--- config.mk ---
export PLATFORM = sky130hd
export DESIGN_NAME = operand_pair_buffer
export DESIGN_NICKNAME = d
export VERILOG_FILES = /design/src/rtl/operand_pair_pkg.sv /design/src/rtl/operand_pair_buffer_op_fifo.sv /design/src/rtl/operand_pair_buffer.sv
export SDC_FILE = /design/constraint.sdc
export NUM_CORES = 1
export LEC_CHECK = 0
export CORE_UTILIZATION = 56
export CTS_CLUSTER_DIAMETER = 120
export DETAILED_ROUTE_END_ITERATION = 12
export HOLD_SLACK_MARGIN = 0.03
export PLACE_DENSITY_LB_ADDON = 0.05
export RECOVER_POWER = 100
export SETUP_SLACK_MARGIN = 0.05
export SLEW_MARGIN = 20
export SYNTH_ARGS = -nofsm -noshare
export SYNTH_HDL_FRONTEND = slang
export SYNTH_SLANG_ARGS = --single-unit
--- constraint.sdc ---
create_clock -name aclk -period 2.4 [get_ports aclk]
set_clock_uncertainty 0.05 [all_clocks]
set_input_delay 0.48 -clock aclk [delete_from_list [all_inputs] [get_ports aclk]]
set_output_delay 0.48 -clock aclk [all_outputs]
set_load 0.02 [all_outputs]
--- src/rtl/operand_pair_pkg.sv ---
// -----------------------------------------------------------------------------
// operand_pair_pkg
// Shared defaults for the operand pair buffer and its side FIFOs:
//   DATA_W_DEF  operand width (matches the mux op1/op2 width)
//   DEPTH_DEF   entries per side FIFO (power of two, >= 2)
//   CNT_W_DEF   width of the equal-pair match counter
//   level_w()   width of an occupancy counter able to hold 0..depth
// -----------------------------------------------------------------------------
package operand_pair_pkg;

  localparam int unsigned DATA_W_DEF = 31;
  localparam int unsigned DEPTH_DEF  = 4;
  localparam int unsigned CNT_W_DEF  = 16;

  // Occupancy runs 0..depth inclusive, so one bit more than a pointer.
  function automatic int unsigned level_w(input int unsigned depth);
    return $clog2(depth) + 1;
  endfunction

endpackage

--- src/rtl/operand_pair_buffer_op_fifo.sv ---
// -----------------------------------------------------------------------------
// op_fifo
// Single-side circular FIFO used twice by operand_pair_buffer.
// Ports:
//   aclk, arst   clock, asynchronous active-low reset
//   flush        synchronous clear of pointers and level (memory untouched)
//   push, wdata  write request and data; ignored while full
//   pop          read request; ignored while empty
//   head         entry at the read pointer (raw, not gated)
//   level        occupancy 0..DEPTH
// -----------------------------------------------------------------------------
module op_fifo
  import operand_pair_pkg::*;
#(
  parameter int unsigned DATA_W = DATA_W_DEF,
  parameter int unsigned DEPTH  = DEPTH_DEF
) (
  input  logic                        aclk,
  input  logic                        arst,
  input  logic                        flush,
  input  logic                        push,
  input  logic [DATA_W-1:0]           wdata,
  input  logic                        pop,
  output logic [DATA_W-1:0]           head,
  output logic [level_w(DEPTH)-1:0]   level
);

  localparam int unsigned PTR_W = $clog2(DEPTH);
  localparam int unsigned LVL_W = level_w(DEPTH);

  logic [DATA_W-1:0] mem [DEPTH];
  logic [PTR_W-1:0]  wr_ptr;
  logic [PTR_W-1:0]  rd_ptr;
  logic              do_push;
  logic              do_pop;

  // Full/empty guards live here too, so the FIFO stays consistent even if a
  // caller asserts push/pop without checking level first.
  assign do_push = push && (level != LVL_W'(DEPTH));
  assign do_pop  = pop  && (level != '0);
  assign head    = mem[rd_ptr];

  // NOTE: state is updated with non-blocking assignments so every register
  // samples pre-edge values; blocking here would make ordering matter.
  always_ff @(posedge aclk or negedge arst) begin
    if (!arst) begin
      wr_ptr <= '0;
      rd_ptr <= '0;
      level  <= '0;
      // NOTE: the memory is reset deliberately so op1/op2 are defined after
      // reset; this makes it flops rather than a RAM macro.
      for (int i = 0; i < int'(DEPTH); i++) mem[i] <= '0;
    end else if (flush) begin
      wr_ptr <= '0;
      rd_ptr <= '0;
      level  <= '0;
    end else begin
      if (do_push) begin
        mem[wr_ptr] <= wdata;
        wr_ptr      <= wr_ptr + PTR_W'(1);
      end
      if (do_pop) rd_ptr <= rd_ptr + PTR_W'(1);
      unique case ({do_push, do_pop})
        2'b10:   level <= level + LVL_W'(1);
        2'b01:   level <= level - LVL_W'(1);
        default: level <= level;
      endcase
    end
  end

endmodule

--- src/rtl/operand_pair_buffer.sv ---
// -----------------------------------------------------------------------------
// operand_pair_buffer
// Buffers two independent operand streams (A, B) and presents one aligned pair
// to the equality-select mux stage only when both sides hold data.
// Ports:
//   aclk, arst             clock, asynchronous active-low reset
//   flush                  synchronous clear of both FIFOs
//   a_valid/a_ready/a_data A operand handshake
//   b_valid/b_ready/b_data B operand handshake
//   pair_valid/pair_ready  pair handshake; a beat pops both FIFOs together
//   op1, op2               head operands, forced to zero when no pair
//   a_level, b_level       per-side occupancy
//   match_cnt              consumed pairs with op1 == op2 (saturating)
// Build option: OPERAND_PAIR_MATCH_CNT_EN enables the match counter; when
// undefined, match_cnt is tied to zero.
// -----------------------------------------------------------------------------
module operand_pair_buffer
  import operand_pair_pkg::*;
#(
  parameter int unsigned DATA_W = DATA_W_DEF,
  parameter int unsigned DEPTH  = DEPTH_DEF,
  parameter int unsigned CNT_W  = CNT_W_DEF
) (
  input  logic                      aclk,
  input  logic                      arst,
  input  logic                      flush,
  input  logic                      a_valid,
  output logic                      a_ready,
  input  logic [DATA_W-1:0]         a_data,
  input  logic                      b_valid,
  output logic                      b_ready,
  input  logic [DATA_W-1:0]         b_data,
  output logic                      pair_valid,
  input  logic                      pair_ready,
  output logic [DATA_W-1:0]         op1,
  output logic [DATA_W-1:0]         op2,
  output logic [level_w(DEPTH)-1:0] a_level,
  output logic [level_w(DEPTH)-1:0] b_level,
  output logic [CNT_W-1:0]          match_cnt
);

  localparam int unsigned LVL_W = level_w(DEPTH);

  logic [DATA_W-1:0] a_head;
  logic [DATA_W-1:0] b_head;
  logic              pop;

  // Ready and pair_valid come from registered levels only, so a pop in the
  // same cycle never opens a full FIFO and no input reaches an output.
  assign a_ready    = (a_level != LVL_W'(DEPTH));
  assign b_ready    = (b_level != LVL_W'(DEPTH));
  assign pair_valid = (a_level != '0) && (b_level != '0);
  assign pop        = pair_valid && pair_ready;

  // NOTE: every output of this block is assigned on all paths, so no latch.
  always_comb begin
    op1 = '0;
    op2 = '0;
    if (pair_valid) begin
      op1 = a_head;
      op2 = b_head;
    end
  end

  op_fifo #(.DATA_W(DATA_W), .DEPTH(DEPTH)) u_fifo_a (
    .aclk  (aclk),
    .arst  (arst),
    .flush (flush),
    .push  (a_valid && a_ready),
    .wdata (a_data),
    .pop   (pop),
    .head  (a_head),
    .level (a_level)
  );

  op_fifo #(.DATA_W(DATA_W), .DEPTH(DEPTH)) u_fifo_b (
    .aclk  (aclk),
    .arst  (arst),
    .flush (flush),
    .push  (b_valid && b_ready),
    .wdata (b_data),
    .pop   (pop),
    .head  (b_head),
    .level (b_level)
  );

`ifdef OPERAND_PAIR_MATCH_CNT_EN
  logic [CNT_W-1:0] cnt;

  // A flush cancels the pop in its cycle, so that pair is not counted.
  // The counter survives flush; only reset clears it.
  always_ff @(posedge aclk or negedge arst) begin
    if (!arst) begin
      cnt <= '0;
    end else if (pop && !flush && (op1 == op2) && (cnt != '1)) begin
      cnt <= cnt + CNT_W'(1);
    end
  end

  assign match_cnt = cnt;
`else
  assign match_cnt = '0;
`endif

endmodule

==> out/results.txt, run 1 <==
status = finished with violations
failing checks = negative setup slack
worst r2r dst = u_fifo_b.mem[53]
Nets = 1,073
H-tree depth = 1
largest family of logic cells by synthesized area = multiplexers
Post-synth ARST share = 100%
Net Sw Frac = 30.5%
CTS tree = built
Avg Inst Size Synth = 15.3 µm²
Setup violations, final = 81
synthesized area = 12,300 µm²
crit path max fanout = 5
min-delay src = u_fifo_b.mem[115]
net switching power = 6.22 mW
Power Density = 1280 nW/µm²
post-layout instance area = 16,000 µm²
fin crit period = 2.65 ns
Post-synth EDFFs = 0
Worst Tran Pin Value = 1.01 ns
most common flop cell mapped by yosys = dfrtp_1
sequential share of the synthesized area = 53.4%
worst setup path class = reg2out
multiplexer share of the synthesized area = 34.5%
I/O pins = 155
DR vias = 7,567
Clock Latency Late Sink = 0.53 ns
FF+latch count, synth = 262
initial antenna violation count = 1
startpoint types = register
Netlist cell types = 40
final setup margin = -0.245 ns
Final ANT Viol Nets = 0
clock transition at the registers of the reported paths = 0.06 ns
share of post-route cells with drive strength above 1 = 54.6%
RSZ-0062 raised after global routing = true
overall power = 20.4 mW
final slew viol count = 0
worst endpoint required time = 1.87 ns
CTS buffer count = 29
vias in the first global route = 8,493
clock tree buffer depth = 3
maximum vdd drop = 866 µV
DP HPWL = 17,800 µm
DRC = 0
total grt overflow = 0
Die Ht = 150 µm
Reg power frac = 35.9%
f_max = 378 MHz
Pint = 14.2 mW
dpl ws = -0.0592 ns
Yosys warning total = 0
most common cell after layout, fill and taps aside = dfrtp_1
Routed wire per std cell = 22.0 µm
DP Area = 14,300 µm²
clock share of power = 23.5%
Worst Hold Path Cells = 1
CTS Sinks = 262
Pre-antenna DRT Iters = 4
total die area = 22,500 µm²
crit share post-route = 110%
nature of the critical path endpoint = primary output
worst r2r path cells = 7
Slew headroom = 32.4%
most frequent cells in the layout = dfrtp_1 (260), mux2_2 (235), buf_6 (71)
Post-Synth Adder-Cell Area = 1.14%
Post-Layout Cell Count = 1,293
drt total wl = 28,400 µm
P_leak = 7.14 nW
XOR/XNOR Fraction of Synth Area = 0.428%
global-route wire length before repair = 45,500 µm
Mapped Cells = 801
routability cong. = 0.772
Iter 0 DRT Violations = 238
DP Cell Count = 1,207
# port buffers = 138
Core Region = 21,300 µm²
combinational power share = 40.6%
Layout area overhead = 29.9%
RR Startpoint = u_fifo_b.level[0]
initial core utilization = 57.7%
Hold Path Class = reg2reg
site row count = 53
Fin. Hold Viols = 0
Worst EP arrival = 2.12 ns
Worst Hold Endpoint = u_fifo_b.mem[115]
worst reg-to-reg setup slack = -0.03 ns
Compound-Gate Fraction of Synth Area = 0.906%
Max Cap Violations = 0
Root Buffer = clkbuf_16
drt via density = 5.85
GR Util All Layers = 26.3%
largest net degree at the start of global routing = 73
Synth Area in Simple Gates = 5.55%
final core utilization = 75.0%
die width = 150 µm
## power by group through the flow
| stage | clock, mW | sequential [mW] | combinational [mW] |
|---|---|---|---|
| after global routing | 5.05 | 7.53 | 8.83 |
| after floorplan | 0 | 7.05 | 4.58 |
| final | 4.79 | 7.32 | 8.29 |
| after CTS | 4.87 | 7.30 | 7.74 |
| after global placement | 0 | 7.12 | 6.84 |
| after detailed placement | 0 | 7.35 | 7.07 |
## layout make-up
type / instances / area, µm²
fill: 1292 / 5320
antenna: 3 / 7.51
multi-input combinational: 476 / 5560
clock inverter: 12 / 216
timing repair buffer: 221 / 2430
sequential: 262 / 6560
inverter: 5 / 18.8
clock buffer: 39 / 823
tap: 275 / 344
## worst max-delay path: stages (launching register included)
cell and delay (ns):
dfrtp_2 0.43, buf_6 0.14, buf_12 0.13, buf_4 0.13, mux4_2 0.42, and3_4 0.20, buf_6 0.12
## kinds of logic (layout without fill, tap and decap cells)
family / Yosys count / count (layout)
DFF: 262 / 262
AOI/OAI and AO/OA: 16 / 16
buffers and inverters: 78 / 277
adders and majority gates: 10 / 10
and+or+nand+nor: 113 / 113
muxes: 315 / 315
xor gates and xnor gates: 6 / 6
other: 1 / 19
## per-layer routing
layer  global-route usage, %  vias to the layer above  share of wire (%)
met1                    36.4                     4041                 43
met5                       0                        -              0.042
met4                    6.82                        2                1.9
met3                    3.58                       37                3.9
met2                    44.3                      179                 51
li1                        -                     3308                  -
## synth_stat cells (2+ instances only)
cell      count  share of area [%]
a21oi_1       3               0.12
nor2b_1       4               0.20
nand2_4       4               0.37
nand3_1       5               0.20
or3_1         2               0.10
nand2_2       4               0.20
inv_1         5               0.15
fa_1          2               0.33
xnor2_1       4               0.29
or3b_1        2               0.14
buf_6        12                1.1
mux2_1       16                1.5
nand2_1      10               0.31
buf_4        28                1.7
and3_1       62                3.2
buf_2         8               0.33
o22ai_1       2               0.10
o31ai_1       2               0.12
mux2_2      235                 22
buf_1         5               0.15
xor2_1        2               0.14
o21ai_0       2              0.081
nor2_1       12               0.37
dfrtp_1     262                 53
ha_1          8               0.81
mux4_2       62                 11
nand2b_1      4               0.20
and3b_4       2               0.20
clkbuf_1     20               0.61
mux2i_1       2               0.16
## flip-flops by register name (all words and copies together) (netlist names)
signal           count
u_fifo_b.wr_ptr      2
u_fifo_a.rd_ptr      2
u_fifo_b.level       3
u_fifo_b.rd_ptr      2
u_fifo_a.mem       124
u_fifo_a.wr_ptr      2
u_fifo_a.level       3
u_fifo_b.mem       124
## how the worst max path moves through the flow
stage                        end               start  cells after the start
2_1_floorplan  u_fifo_a.level[2]   u_fifo_b.level[0]                      6
3_3_place_gp             op1[20]   u_fifo_b.level[2]                      4
3_5_place_dp             op1[20]   u_fifo_b.level[2]                      4
4_1_cts                  op2[14]  u_fifo_b.rd_ptr[0]                      4
5_1_grt                   op1[8]  u_fifo_a.rd_ptr[0]                      6
6_report                  op1[8]  u_fifo_a.rd_ptr[0]                      6
## metrics by stage
step / hold slack [ns] / setup TNS, ns
6_report: 0.440 / -9.98
5_1_grt: 0.461 / -17.74
4_1_cts: 0.443 / -11.85
3_5_place_dp: 0.430 / -0.821
3_3_place_gp: 0.418 / -0.360
2_1_floorplan: 0.134 / 0
## repair_timing
item,4_1_cts,5_1_grt
pin swaps,15,25
hold buffers,1,0
buffers inserted,18,15
gates cloned,2,0
setup endpoints to repair,66,65
endpoints found under the hold margin,66,0
resized for setup,347,120
Power figures use the tool's default switching activity.
==> inputs of run 2 (changes only) <==
- CORE_MARGIN: default -> 4
==> out/results.txt, run 2 (synthesized netlist as in run 1, its figures left out) <==
CTS Sinks = 262
Largest regs = u_fifo_a.mem: 124 flops, u_fifo_b.mem: 124 flops
drt via density = 5.90
startpoint types = register
vias in the first global route = 8,340
Power Density = 1270 nW/µm²
status = finished with violations
crit-path leading delay family = multiplexers
final setup margin = -0.208 ns
failing checks = negative setup slack
initial antenna violation count = 0
Top cell by count, worst path = buf_6
P_leak = 7.00 nW
combinational power share = 41.0%
GR Util All Layers = 23.4%
CP bufs+invs = 3
Nets = 1,058
largest net degree at the start of global routing = 60
Reg power frac = 36.2%
Layout area overhead = 29.0%
initial core utilization = 57.7%
I/O pins = 155
setup TNS = -8.92 ns
crit path cell chain = buf_6 > buf_12 > mux4_2 > and3_4 > buf_6
worst setup path class = reg2out
clock tree buffer depth = 3
DP Cell Count = 1,206
share of post-route cells with drive strength above 1 = 54.5%
Worst Tran Pin Value = 1.24 ns
total die area = 24,400 µm²
routability cong. = 0.824
Max Cap Violations = 0
overall power = 20.1 mW
Slew headroom = 17.1%
CTS tree = built
nature of the critical path endpoint = primary output
DRC = 0
drt total wl = 28,300 µm
clock share of power = 22.7%
total grt overflow = 0
Fin. Hold Viols = 0
most frequent cells in the layout = dfrtp_1 (260), mux2_2 (235), buf_6 (76)
clock transition at the registers of the reported paths = 0.06 ns
Hold Path Class = reg2reg
CTS buffer count = 29
Worst path slowest cell = mux4_2
net switching power = 6.21 mW
Crit path largest cell delay = 0.55 ns
Post-Layout Cell Count = 1,276
Pint = 13.9 mW
most common cell after layout, fill and taps aside = dfrtp_1
final slew viol count = 0
crit path max fanout = 7
Root Buffer = clkbuf_16
H-tree depth = 1
Setup violations, final = 69
maximum vdd drop = 743 µV
Core Region = 21,300 µm²
DP HPWL = 18,100 µm
f_max = 383 MHz
# port buffers = 138
Iter 0 DRT Violations = 285
die width = 156 µm
crit share post-route = 109%
RSZ-0062 raised after global routing = true
Net Sw Frac = 30.8%
Routed wire per std cell = 22.2 µm
fin crit period = 2.61 ns
worst endpoint required time = 1.87 ns
global-route wire length before repair = 45,300 µm
Clock Latency Late Sink = 0.54 ns
DR vias = 7,523
dpl ws = -0.0219 ns
Final ANT Viol Nets = 0
diode count = 0
final core utilization = 74.5%
Pre-antenna DRT Iters = 4
Die Ht = 156 µm
Worst EP arrival = 2.08 ns
site row count = 53
==> run 2: worst reg2reg max path, delay by kind of cell, from the launching register on <==
kind	cells	cell delay [ns]
simple gates	3	1.06
buf+inv	2	0.41
flops	1	0.40
mux	1	0.36
==> run 2: worst paths after layout <==
check                      slack [ns]               start  cells past startpoint                 to
setup reg to reg                    0   u_fifo_b.level[1]                      6  u_fifo_b.mem[108]
max in group asynchronous        0.27                arst                      3   u_fifo_a.mem[33]
hold reg to reg                  0.44   u_fifo_b.mem[113]                      1  u_fifo_b.mem[113]
hold / removal                   0.44   u_fifo_b.mem[113]                      1  u_fifo_b.mem[113]
min in group asynchronous        0.70                arst                      2   u_fifo_b.mem[34]
setup / recovery                -0.21  u_fifo_a.rd_ptr[0]                      5             op1[6]
==> run 2: power by group through the flow <==
stage | Sequential [mW] | Clock (mW) | Combinational [mW]
detailed placement | 7.34 | 0 | 7.07
floorplan | 7.05 | 0 | 4.58
global route | 7.49 | 4.88 | 8.83
finish | 7.30 | 4.58 | 8.27
CTS | 7.28 | 4.67 | 8.15
global placement | 7.13 | 0 | 6.85
==> run 2: layout make-up <==
class	instances	area [µm²]
clock buffers	39	823
clock inverters	13	180
fillers	1281	5440
inverters	5	18.8
multi-input cells	476	5570
flip-flops and latches	262	6560
well taps	275	344
repair buffers	206	2350
==> run 2: routing by layer <==
layer | up-vias | part of all wire [%] | track usage (%)
met5 | - | 0 | 0
met4 | 0 | 1.8 | 5.37
met3 | 38 | 5.3 | 3.33
met2 | 212 | 48 | 37.6
met1 | 3980 | 45 | 34.6
li1 | 3293 | - | -
==> run 2: through the flow <==
step / hold WS, ns / cell area, µm²
floorplan: 0.134 / 12300
global placement: 0.362 / 14300
detailed placement: 0.371 / 14300
CTS: 0.392 / 15900
global route: 0.456 / 15900
finish: 0.440 / 15900
==> run 2: repair_timing <==
item | in CTS | in global routing
hold endpoints to repair | 47 | 0
hold buffers | 1 | 0
endpoints found under the setup margin | 66 | 65
pin swaps | 27 | 13
resized for setup | 429 | 42
gates cloned | 7 | 2
setup buffers | 10 | 2
